### src/rtl/pca_pkg.sv
// pca_pkg
// Shared types and default sizes for the PCA covariance path.
//   arb_state_t : BRAM port arbiter states (idle, write burst, read burst)
//   COV_ADDR_W  : covariance BRAM address width (4 words)
//   COV_DATA_W  : covariance BRAM word width
package pca_pkg;

  localparam int COV_ADDR_W = 2;
  localparam int COV_DATA_W = 32;

  typedef enum logic [1:0] {
    IDLE     = 2'd0,
    WR_BURST = 2'd1,
    RD_BURST = 2'd2
  } arb_state_t;

endpackage

### src/rtl/cov_rd_valid_pipe.sv
// cov_rd_valid_pipe
// DEPTH-deep shift register that delays the read-beat strobe so that it
// lines up with data coming back from the BRAM.
// Ports:
//   clk       in  system clock
//   clr       in  synchronous clear, drops anything in flight
//   in_valid  in  read beat issued this cycle
//   out_valid out in_valid delayed by DEPTH cycles
module cov_rd_valid_pipe #(
  parameter int DEPTH = 1
) (
  input  logic clk,
  input  logic clr,
  input  logic in_valid,
  output logic out_valid
);

  logic [DEPTH-1:0] stage_q;
  logic [DEPTH-1:0] stage_d;

  genvar gi;
  generate
    for (gi = 0; gi < DEPTH; gi++) begin : g_stage
      if (gi == 0) begin : g_head
        assign stage_d[gi] = in_valid;
      end else begin : g_tail
        assign stage_d[gi] = stage_q[gi-1];
      end
    end
  endgenerate

  always_ff @(posedge clk) begin
    if (clr) begin
      stage_q <= '0;
    end else begin
      stage_q <= stage_d;
    end
  end

  assign out_valid = stage_q[DEPTH-1];

endmodule

### src/rtl/cov_bram_arbiter.sv
// cov_bram_arbiter
// Owns the single port of the covariance-matrix BRAM and shares it between
// the TPU writeback controller (writer) and the eigen-solver (reader) in
// atomic bursts with round-robin fairness. Reads are held off until a full
// matrix has been written; a completed read consumes the matrix.
// Ports:
//   clk, rst                       clock, synchronous active-high reset
//   w_req/w_addr/w_data/w_last     writer burst interface, w_gnt grant
//   r_req/r_addr/r_last            reader burst interface, r_gnt grant
//   r_data/r_valid                 read return (r_data is douta)
//   ena/wea/addra/dina/douta       BRAM port
//   matrix_valid                   complete, unconsumed matrix present
//   burst_err                      sticky: burst overran without last
module cov_bram_arbiter
  import pca_pkg::*;
#(
  parameter int ADDR_W = COV_ADDR_W,
  parameter int DATA_W = COV_DATA_W,
  parameter int RD_LAT = 1
) (
  input  logic              clk,
  input  logic              rst,
  input  logic              w_req,
  input  logic [ADDR_W-1:0] w_addr,
  input  logic [DATA_W-1:0] w_data,
  input  logic              w_last,
  output logic              w_gnt,
  input  logic              r_req,
  input  logic [ADDR_W-1:0] r_addr,
  input  logic              r_last,
  output logic              r_gnt,
  output logic [DATA_W-1:0] r_data,
  output logic              r_valid,
  output logic              ena,
  output logic              wea,
  output logic [ADDR_W-1:0] addra,
  output logic [DATA_W-1:0] dina,
  input  logic [DATA_W-1:0] douta,
  output logic              matrix_valid,
  output logic              burst_err
);

  localparam int MAX_BEATS = 2 ** ADDR_W;
  // Count value seen during the final permitted beat of a burst.
  localparam logic [ADDR_W:0] LIMIT_CNT = (ADDR_W + 1)'(MAX_BEATS - 1);

  arb_state_t        state_q, state_d;
  logic              last_rd_q, last_rd_d;   // 1: reader won the last grant
  logic [ADDR_W:0]   beat_cnt_q, beat_cnt_d;
  logic              matrix_valid_q, matrix_valid_d;
  logic              burst_err_q, burst_err_d;
  logic [DATA_W-1:0] dina_q, dina_d;

  logic w_beat;
  logic r_beat;
  logic w_elig;
  logic r_elig;
  logic at_limit;

  assign w_beat   = (state_q == WR_BURST) && w_req;
  assign r_beat   = (state_q == RD_BURST) && r_req;
  assign w_elig   = w_req;
  assign r_elig   = r_req && matrix_valid_q;
  assign at_limit = (beat_cnt_q == LIMIT_CNT);

  always_comb begin
    state_d        = state_q;
    last_rd_d      = last_rd_q;
    beat_cnt_d     = beat_cnt_q;
    matrix_valid_d = matrix_valid_q;
    burst_err_d    = burst_err_q;
    dina_d         = dina_q;

    case (state_q)
      IDLE: begin
        // On a tie the side that did not win last time goes next.
        if (w_elig && (!r_elig || last_rd_q)) begin
          state_d        = WR_BURST;
          last_rd_d      = 1'b0;
          // Contents are about to be overwritten, so the old matrix is stale.
          matrix_valid_d = 1'b0;
        end else if (r_elig) begin
          state_d   = RD_BURST;
          last_rd_d = 1'b1;
        end
      end
      WR_BURST: begin
        if (w_beat) begin
          dina_d = w_data;
          if (w_last) begin
            state_d        = IDLE;
            matrix_valid_d = 1'b1;
          end else if (at_limit) begin
            // Overrun: end the burst, leave the matrix marked incomplete.
            state_d     = IDLE;
            burst_err_d = 1'b1;
          end
        end
      end
      RD_BURST: begin
        if (r_beat) begin
          if (r_last) begin
            state_d        = IDLE;
            matrix_valid_d = 1'b0;
          end else if (at_limit) begin
            state_d     = IDLE;
            burst_err_d = 1'b1;
          end
        end
      end
      default: state_d = IDLE;
    endcase

    if (state_d == IDLE) begin
      beat_cnt_d = '0;
    end else if (w_beat || r_beat) begin
      beat_cnt_d = beat_cnt_q + 1'b1;
    end
  end

  always_ff @(posedge clk) begin
    if (rst) begin
      state_q        <= IDLE;
      last_rd_q      <= 1'b1;
      beat_cnt_q     <= '0;
      matrix_valid_q <= 1'b0;
      burst_err_q    <= 1'b0;
      dina_q         <= '0;
    end else begin
      state_q        <= state_d;
      last_rd_q      <= last_rd_d;
      beat_cnt_q     <= beat_cnt_d;
      matrix_valid_q <= matrix_valid_d;
      burst_err_q    <= burst_err_d;
      dina_q         <= dina_d;
    end
  end

  cov_rd_valid_pipe #(
    .DEPTH(RD_LAT)
  ) u_rd_valid_pipe (
    .clk      (clk),
    .clr      (rst),
    .in_valid (r_beat),
    .out_valid(r_valid)
  );

  // BRAM pins follow the granted requester only during a beat; dina keeps
  // the last written word otherwise so the bus does not toggle on reads.
  assign ena   = w_beat || r_beat;
  assign wea   = w_beat;
  assign addra = w_beat ? w_addr : (r_beat ? r_addr : '0);
  assign dina  = w_beat ? w_data : dina_q;

  assign w_gnt        = (state_q == WR_BURST);
  assign r_gnt        = (state_q == RD_BURST);
  assign r_data       = douta;
  assign matrix_valid = matrix_valid_q;
  assign burst_err    = burst_err_q;

endmodule

### config.mk
export PLATFORM = sky130hd
export DESIGN_NAME = cov_bram_arbiter
export DESIGN_NICKNAME = d
export VERILOG_FILES = /design/src/rtl/pca_pkg.sv /design/src/rtl/cov_rd_valid_pipe.sv /design/src/rtl/cov_bram_arbiter.sv
export SDC_FILE = /design/constraint.sdc
export NUM_CORES = 1
export LEC_CHECK = 0
export CAP_MARGIN = 20
export CORE_MARGIN = 1
export CORE_UTILIZATION = 38
export CTS_CLUSTER_SIZE = 20
export DETAILED_ROUTE_END_ITERATION = 10
export GPL_TIMING_DRIVEN = 0
export HOLD_SLACK_MARGIN = 0.1
export PLACE_DENSITY = 0.86
export SKIP_LAST_GASP = 1
export SLEW_MARGIN = 30
export SYNTH_ARGS = -nofsm -noshare
export SYNTH_HDL_FRONTEND = slang
export SYNTH_SLANG_ARGS = --single-unit
### constraint.sdc
create_clock -name clk -period 3.95 [get_ports clk]
set_input_delay 0.5925 -clock clk [delete_from_list [all_inputs] [get_ports clk]]
set_output_delay 0.5925 -clock clk [all_outputs]
set_load 0.01 [all_outputs]
Yosys cells after proc, flatten, opt, wreduce, memory -nomap -nowiden --
Cells that the tools add are included.
Word-level totals: register bits 41, bits of input ports 74, output and inout bits 73, word-level logic and storage cells 59
Operators by class: $add $sub $neg 1, equality and inequality tests 10, multiplexer cells 25, reduce and logical (&&, ||, !) cells 16
Operators with widths (number):
- 32-bit 2-to-1 mux | 1
- 2-bit 2-to-1 mux | 9
- 1-bit 2-to-1 mux | 12
- 2-bit inequality test, second input constant | 5
- 2-bit case mux with 3 select lines | 1
- 6-bit AND reduction | 1
- 5-bit AND reduction | 1
- 1-bit logical AND | 4
- 2-bit logical NOT | 2
- 2-bit by 1-bit inequality test with 1-bit output, second input constant | 2
- 2-bit nonzero test | 2
- 3-bit by 1-bit adder with 3-bit output, second input constant | 1
- 3-bit by 2-bit equality test with 1-bit output, second input constant | 1
- 1-bit case mux with 3 select lines | 1
- 3-bit nonzero test | 1
- 2-bit by 1-bit equality test with 1-bit output, second input constant | 1
- 2-bit equality test, second input constant | 1
- 1-bit logical OR | 2
- 1-bit case mux with 2 select lines | 1
- 2-bit AND reduction | 1
- 2-bit OR reduction | 1
- 1-bit logical NOT | 1

Logic depth before layout (Yosys ltp) --
Gate-level depths: netlist (run 1).
depth in word-level cells 8, gate-level depth with buffers 6, depth with buffers taken out 6

Modules after synthesis --
Synthesis (run 1) repeated with hierarchy kept, for this count alone.
Second synthesis, totals: cell total of the unflattened synthesis 195, area total of the unflattened synthesis 2118.3 µm²
Modules (own cells, without submodules):
- cov_bram_arbiter | instances 1, cells each 193, area each 2084.5 µm², seq. area each 800.8 µm²
- cov_rd_valid_pipe | instances 1, cells each 2, area each 33.8 µm², seq. area each 20.0 µm²

Worst setup path after synthesis (run 1) --
OpenSTA, ideal clock, no wires.
path type input port to output port, from input w_req, to output addra[0], data arrival time 1.343 ns, data required time 3.357 ns, path slack 2.015 ns, stages on the path 5, path buffers 2, cell sequence nand3b_1 -> buf_4 -> buf_6 -> inv_1 -> a22o_1
Between the ends: longest elaborated chain between the ends 2
Ends and longest elaborated chain:
- start, declared | line cov_bram_arbiter.sv:23 | input logic w_req,
- 1-bit logical AND | line cov_bram_arbiter.sv:60 | assign w_beat = (state_q == WR_BURST) && w_req;
- net wea | line cov_bram_arbiter.sv:35 | output logic wea,
- 2-bit 2-to-1 mux | line cov_bram_arbiter.sv:152 | assign addra = w_beat ? w_addr : (r_beat ? r_addr : '0);
- end, declared | line cov_bram_arbiter.sv:36 | output logic [ADDR_W-1:0] addra,
The timed path passes the listed nets, and every way through them passes these cells.

Worst setup path after layout (run 1) --
from input w_req, to output dina[8]
Between the ends: longest elaborated chain between the ends 2
Ends and longest elaborated chain:
- 1-bit logical AND | line cov_bram_arbiter.sv:60
- 32-bit 2-to-1 mux
- end, declared | line cov_bram_arbiter.sv:37 | output logic [DATA_W-1:0] dina,
No other way between the ends.

==> results of run 1 <==
-- cells in the mapped netlist, types with 3 or more instances --
master    instances
dfxtp_1          41
nor2_1            5
a22o_1            3
clkbuf_1          4
buf_6             3
o21ai_0           4
buf_4            33
mux2_2            6
nand3b_1          4
nand2_1           4
a21oi_1           5
nor2b_1          35
mux2_4           26
-- final cells by class --
type	count	area (um2)	area share [%]
Sequential cell	41	821	24.2
Clock buffer	6	72.6	2.14
Buffer	42	307	9.04
Multi-Input combinational cell	108	955	28.2
Tap cell	70	87.6	2.58
Clock inverter	2	10.0	0.295
Inverter	2	7.51	0.221
Timing Repair Buffer	113	1130	33.4
-- per-stage QoR --
step / std cells / hold WS, ps / setup slack, ps / instance area [um2]
after floorplan: 193 / 495 / 2010 / 2090
after global placement: 376 / 453 / 929 / 3310
after detailed placement: 376 / 467 / 923 / 3310
after CTS: 384 / 489 / 911 / 3390
after global routing: 384 / 515 / 830 / 3390
final: 384 / 487 / 902 / 3390
-- power by group --
| group | total (mW) | switching, mW | internal [mW] |
|---|---|---|---|
| clock network | 0.258 | 0.135 | 0.122 |
| registers | 0.435 | 0.00550 | 0.430 |
| logic | 0.268 | 0.0892 | 0.179 |
-- layer usage --
metal  vias up  GRT usage, %  share of wire (%)
met4         0          5.00                1.3
met2        82          30.5                 52
met3        10          4.07                6.3
met5         -             0                  0
li1        853             -                  -
met1       799          17.8                 41
-- worst max-delay path: stages --
cell	delay [ps]
clkdlybuf4s50_1	510
nand3b_1	140
buf_4	190
buf_6	200
mux2_4	320
clkdlybuf4s50_1	490
-- sequential cells by signal, indices dropped and copies added, names as in the netlist --
register                   flops
beat_cnt_q                     3
burst_err                      1
dina_q                        32
last_rd_q                      1
matrix_valid                   1
state_q                        2
u_rd_valid_pipe.out_valid      1
-- cells in the final DEF, fill, tap and decap left out, drive strengths merged --
cell type      synthesis  layout
nand2                  4       4
nor3b                  2       2
nand3b                 4       4
clkbuf                 4      10
a22o                   3       3
ha                     2       2
xor2                   1       1
mux2                  32      32
a211oi                 2       2
o22ai                  1       1
and2                   2       2
inv                    2       2
nand2b                 1       1
nor2                   5       5
and4bb                 1       1
a221o                  1       1
a21oi                  5       5
dfxtp                 41      41
nor2b                 35      35
a22oi                  2       2
clkinv                 0       2
and3                   1       1
clkdlybuf4s50          0     113
buf                   38      38
o21ai                  4       4
-- logic make-up (layout without fill, tap and decap cells) --
logic type | count (synthesis) | after routing | share of synthesized area, %
compound gates | 18 | 18 | 5.63
xor+xnor | 1 | 1 | 0.419
fa+ha+maj | 2 | 2 | 1.20
buf+inv | 44 | 165 | 15.0
flops | 41 | 41 | 39.3
mux | 32 | 32 | 21.9
simple gates | 55 | 55 | 16.5
-- final timing paths --
path                                 endpoint  cells after the start  slack, ps           from
worst max-delay path                  dina[8]                      6        900          w_req
worst min-delay path                burst_err                      2        490      burst_err
worst max register to register  beat_cnt_q[1]                      6       2360  beat_cnt_q[0]
worst min register to register      burst_err                      2        490      burst_err
==> summary.log, run 1 <==
INFO  synthesis      synth_largest_type_area_fraction=39.3%
INFO  drt            post_drt_wl_per_cell=12.3um
INFO  timing         final_max_slew_viol_count=0
INFO  cts            clock_tree.htree_level_count=2
INFO  global_routing global_route_wire_length_before_repair=7.57mm
INFO  die            floorplan.initialDensity=40.1%
INFO  synthesis      postSynthAreaPerCell=10.8um2
INFO  cts            number_of_buffers_between_clock_root_and_the_deepest_sink=2
INFO  global_routing grt_start_max_net_pins=13
INFO  drt            detail_route.iter0.violations=32
INFO  global_routing globalRoute.totalOverflow=0
INFO  drt            route.antenna.remaining_nets=0
INFO  timing         slew_headroom=65.1%
INFO  global_routing grtUsageTotal=16.2%
INFO  synthesis      synth_largest_area_cell=dfxtp_1
INFO  cts            tritoncts=yes
INFO  synthesis      synth-seq-area-share=39.3%
INFO  global_routing grt_antenna_before_repair=0
INFO  cts            postCtsSetupBuffers=0
INFO  die            die_wd=76.2um
INFO  critical_path  critical_path.endpoint_type=primary output
INFO  drt            overall_via_count_from_detail_route=1744
INFO  timing         fin_crit_share=77.2%
INFO  pwr            total_leakage_power=1.47nW
INFO  timing         fin_skew=3.09ps
INFO  cts            postCtsHoldBufs=0
INFO  drt            drtPass1Iterations=4
INFO  synthesis      synth.net_count=269
INFO  finish         layout.nets=389
INFO  run            cap_viol_max_count=0
INFO  synthesis      synth_warnings=0
INFO  timing         rsz0062_at_grt=no
INFO  cts            cts_made_buffers=5
INFO  finish         drive_gt1_share=25.5%
INFO  drt            finalWirelength=4.73mm
INFO  cts            cts_resized=0
INFO  critical_path  critical_path_required=3360ps
INFO  drt            detail_routed_via_count_per_cell=4.54
INFO  min_path       path_class_of_the_lowest_slack_min_delay_path=register to register
INFO  pwr            finalPower=0.961mW
INFO  place          place_congestion=0.798
INFO  die            area_of_the_placeable_core=0.00520mm2
INFO  die            num_io_pins=147
INFO  synthesis      netlist_area=0.00209mm2
INFO  critical_path  timing.critical_path.arrival=2460ps
INFO  finish         n_fill_cell=456
INFO  finish         area_growth_syn_to_layout=62.3%
INFO  synthesis      ys_seq_elements=41
INFO  die            rows=26
INFO  pwr            ir_worst_vdd=172uV
INFO  die            die_h=76.2um
INFO  synthesis      synth_top_cells_by_area=dfxtp_1, mux2_4, buf_4
INFO  timing         timing.fmax=328MHz
INFO  pwr            power_density_over_the_cells=283mW/mm2
INFO  critical_path  worstSetupPathType=input pin to primary output
INFO  run_status     outcome=complete, no violations
INFO  cts            cts.sink_count=41
INFO  drt            remaining_drc_errors=0
INFO  synthesis      synth_ff_type=dfxtp_1
INFO  timing         worst-slew-pin-transition=524ps
INFO  finish         diodes=0
INFO  timing         finalHoldViolations=0
INFO  timing         setup_viol_count_final=0
INFO  cts            clock_insertion_delay_worst_skew=280ps
INFO  synthesis      post_synthesis_cells=193
INFO  critical_path  crit_path_start_kind=input pin
INFO  timing         min_period=3050ps
INFO  timing         fin_setup_tns=0ps
INFO  synthesis      count_of_flip_flops_with_a_built_in_enable_after_synthesis=0
INFO  die            die_area=0.00580mm2
INFO  global_routing grt_pass1_vias=1703
INFO  synthesis      synth_async_sr_flop_share=0%
INFO  finish         fin_util=65.1%
INFO  cts            cts_root_cell=clkbuf_8
INFO  place          port-buffer-count=113
INFO  critical_path  path_max_fanout=10
INFO  synthesis      synth.lib_cells_used.distinct=26
INFO  place          hpwlAfterDp=3.66mm
INFO  cts            clkTransAtPathRegs=70ps
Note: power is estimated with default switching activity, not from simulation.
==> run 2, diff against run 1 <==
--- a/config.mk
+++ b/config.mk
@@ -7,12 +7,12 @@
 export LEC_CHECK = 0
 export CAP_MARGIN = 20
 export CORE_MARGIN = 1
-export CORE_UTILIZATION = 38
+export CORE_UTILIZATION = 32
 export CTS_CLUSTER_SIZE = 20
 export DETAILED_ROUTE_END_ITERATION = 10
 export GPL_TIMING_DRIVEN = 0
 export HOLD_SLACK_MARGIN = 0.1
-export PLACE_DENSITY = 0.86
+export PLACE_DENSITY = 0.78
 export SKIP_LAST_GASP = 1
 export SLEW_MARGIN = 30
 export SYNTH_ARGS = -nofsm -noshare
==> constraint.sdc (replaced) <==
create_clock -name clk -period 2.8 [get_ports clk]
set_input_delay 0.42 -clock clk [delete_from_list [all_inputs] [get_ports clk]]
set_output_delay 0.42 -clock clk [all_outputs]
set_load 0.01 [all_outputs]
==> summary.log, run 2 (synthesis results as in run 1) <==
INFO  run_status     outcome=complete, no violations
INFO  global_routing global_route_wire_length_before_repair=7.59mm
INFO  die            floorplan.initialDensity=33.1%
INFO  timing         slew_headroom=67.1%
INFO  finish         multiInputGateArea=955um2
INFO  run            cap_viol_max_count=0
INFO  timing         timing.fmax=404MHz
INFO  critical_path  worstSetupPathType=input pin to primary output
INFO  finish         final-seq-area=821um2
INFO  min_path       min_delay_path_depth=2
INFO  critical_path  critical_path_required=2380ps
INFO  finish         layout.nets=389
INFO  drt            finalWirelength=4.83mm
INFO  timing         rsz0062_at_grt=no
INFO  finish         mostFrequentLayoutCell=clkdlybuf4s50_1
INFO  critical_path  cpPeakStageDelay=570ps
INFO  critical_path  path_cells=clkdlybuf4s50_1, nor2b_1, and2_1, a22o_1, clkdlybuf4s50_1
INFO  critical_path  worst_r2r_endpoint=beat_cnt_q[1]
INFO  cts            cts_made_buffers=5
INFO  die            die_h=82.8um
INFO  drt            detail_routed_via_count_per_cell=4.41
INFO  min_path       worstHoldEndpoint=burst_err
INFO  drt            drtPass1Iterations=4
INFO  finish         area_growth_syn_to_layout=63.0%
INFO  timing         worst-slew-pin-transition=494ps
INFO  critical_path  crit_path_start_kind=input pin
INFO  critical_path  critical_path.most_common_cell=clkdlybuf4s50_1
INFO  critical_path  path_max_fanout=6
INFO  place          hpwlAfterDp=3.69mm
INFO  finish         registers.top_by_ff_count=dina_q
INFO  pwr            ir_worst_vdd=170uV
INFO  finish         n_fill_cell=577
INFO  cts            clkTransAtPathRegs=70ps
INFO  global_routing grtUsageTotal=13.7%
INFO  critical_path  timing.rr.start=beat_cnt_q[0]
INFO  finish         drive_gt1_share=25.2%
INFO  cts            clock_tree.htree_level_count=2
INFO  die            area_of_the_placeable_core=0.00631mm2
INFO  place          port-buffer-count=113
INFO  cts            postCtsHoldBufs=0
INFO  finish         layout_common_cells=clkdlybuf4s50_1, dfxtp_1, nor2b_1
INFO  timing         min_period=2480ps
INFO  min_path       min_from=burst_err
INFO  global_routing grt_start_max_net_pins=12
INFO  drt            overall_via_count_from_detail_route=1719
INFO  global_routing grt_antenna_before_repair=0
INFO  critical_path  timing.critical_path.arrival=2060ps
INFO  drt            post_drt_wl_per_cell=12.4um
INFO  timing         final_max_slew_viol_count=0
INFO  timing         finalHoldViolations=0
INFO  critical_path  reg2reg_setup_slack=1210ps
INFO  cts            number_of_buffers_between_clock_root_and_the_deepest_sink=2
INFO  cts            cts_root_cell=clkbuf_8
INFO  place          place_congestion=0.848
INFO  pwr            power_density_over_the_cells=404mW/mm2
INFO  cts            tritoncts=yes
INFO  timing         fin_setup_tns=0ps
INFO  pwr            total_leakage_power=1.48nW
INFO  global_routing grt_pass1_vias=1654
INFO  timing         fin_skew=6.47ps
INFO  drt            remaining_drc_errors=0
INFO  finish         top_regs=dina_q (32), beat_cnt_q (3), state_q (2)
INFO  drt            route.antenna.remaining_nets=0
INFO  critical_path  crit_slowest_cell=clkdlybuf4s50_1
INFO  finish         largest_reg_flops=32
INFO  die            die_wd=82.8um
INFO  timing         setup_viol_count_final=0
INFO  die            num_io_pins=147
INFO  critical_path  critical_path.endpoint_type=primary output
INFO  timing         fin_crit_share=88.5%
INFO  pwr            finalPower=1.38mW
INFO  finish         diodes=0
INFO  die            rows=29
INFO  min_path       path_class_of_the_lowest_slack_min_delay_path=register to register
INFO  critical_path  ff2ff_path_depth=6
INFO  global_routing globalRoute.totalOverflow=0
INFO  cts            clock_insertion_delay_worst_skew=280ps
INFO  drt            detail_route.iter0.violations=42
INFO  cts            cts.sink_count=41
INFO  die            die_area=0.00686mm2
==> run 2: cell type report <==
| type | instances | area share, % |
|---|---|---|
| repair buffers | 113 | 33.3 |
| flip-flops and latches | 41 | 24.1 |
| clock buffers | 7 | 2.53 |
| multi-input cells | 108 | 28.0 |
| plain buffers | 42 | 9.00 |
| inverters | 2 | 0.220 |
| well taps | 77 | 2.83 |
==> run 2: worst max path at each step <==
stage | start | end | slack, ps | depth (start not counted)
2_1_floorplan | w_req | addra[0] | 1210 | 5
3_3_place_gp | w_req | addra[0] | 110 | 7
3_5_place_dp | w_req | dina[6] | 100 | 6
4_1_cts | w_req | addra[0] | 90 | 7
5_1_grt | r_req | addra[0] | 160 | 5
6_report | r_req | addra[0] | 320 | 5
==> run 2: critical path: cells and delay by family <==
| family | cells | cell delay (ps) |
|---|---|---|
| buffers and inverters | 2 | 1110 |
| AND/OR/NAND/NOR | 2 | 380 |
| AO/OA/AOI/OAI | 1 | 150 |
==> run 2: layer usage <==
| metal | vias up | track usage (%) | wire (um) |
|---|---|---|---|
| li1 | 847 | - | - |
| met1 | 779 | 16.0 | 2050 |
| met2 | 88 | 24.0 | 2350 |
| met3 | 5 | 4.77 | 386 |
| met4 | 0 | 3.29 | 42 |
| met5 | - | 0 | 0 |
==> run 2: per-stage QoR <==
stage | hold WS, ps | area (um2) | utilization, % | setup WS (ps) | instances
after floorplan | 495 | 2090 | - | 1210 | 193
after global placement | 479 | 3320 | 52.5 | 109 | 383
after detailed placement | 473 | 3320 | 52.5 | 96.3 | 383
after CTS | 505 | 3400 | 53.9 | 89.8 | 390
after global routing | 533 | 3410 | 53.9 | 158 | 390
final | 506 | 3410 | 53.9 | 323 | 390
==> run 2: power by group <==
group | total, mW | internal [mW] | switching [mW]
combinational | 0.378 | 0.252 | 0.126
sequential | 0.615 | 0.606 | 0.00840
clock | 0.383 | 0.196 | 0.188
==> run 2: what timing repair did <==
item	CTS	global route
setup buffers	0	0
resized for setup	0	1
endpoints found under the setup margin	0	1
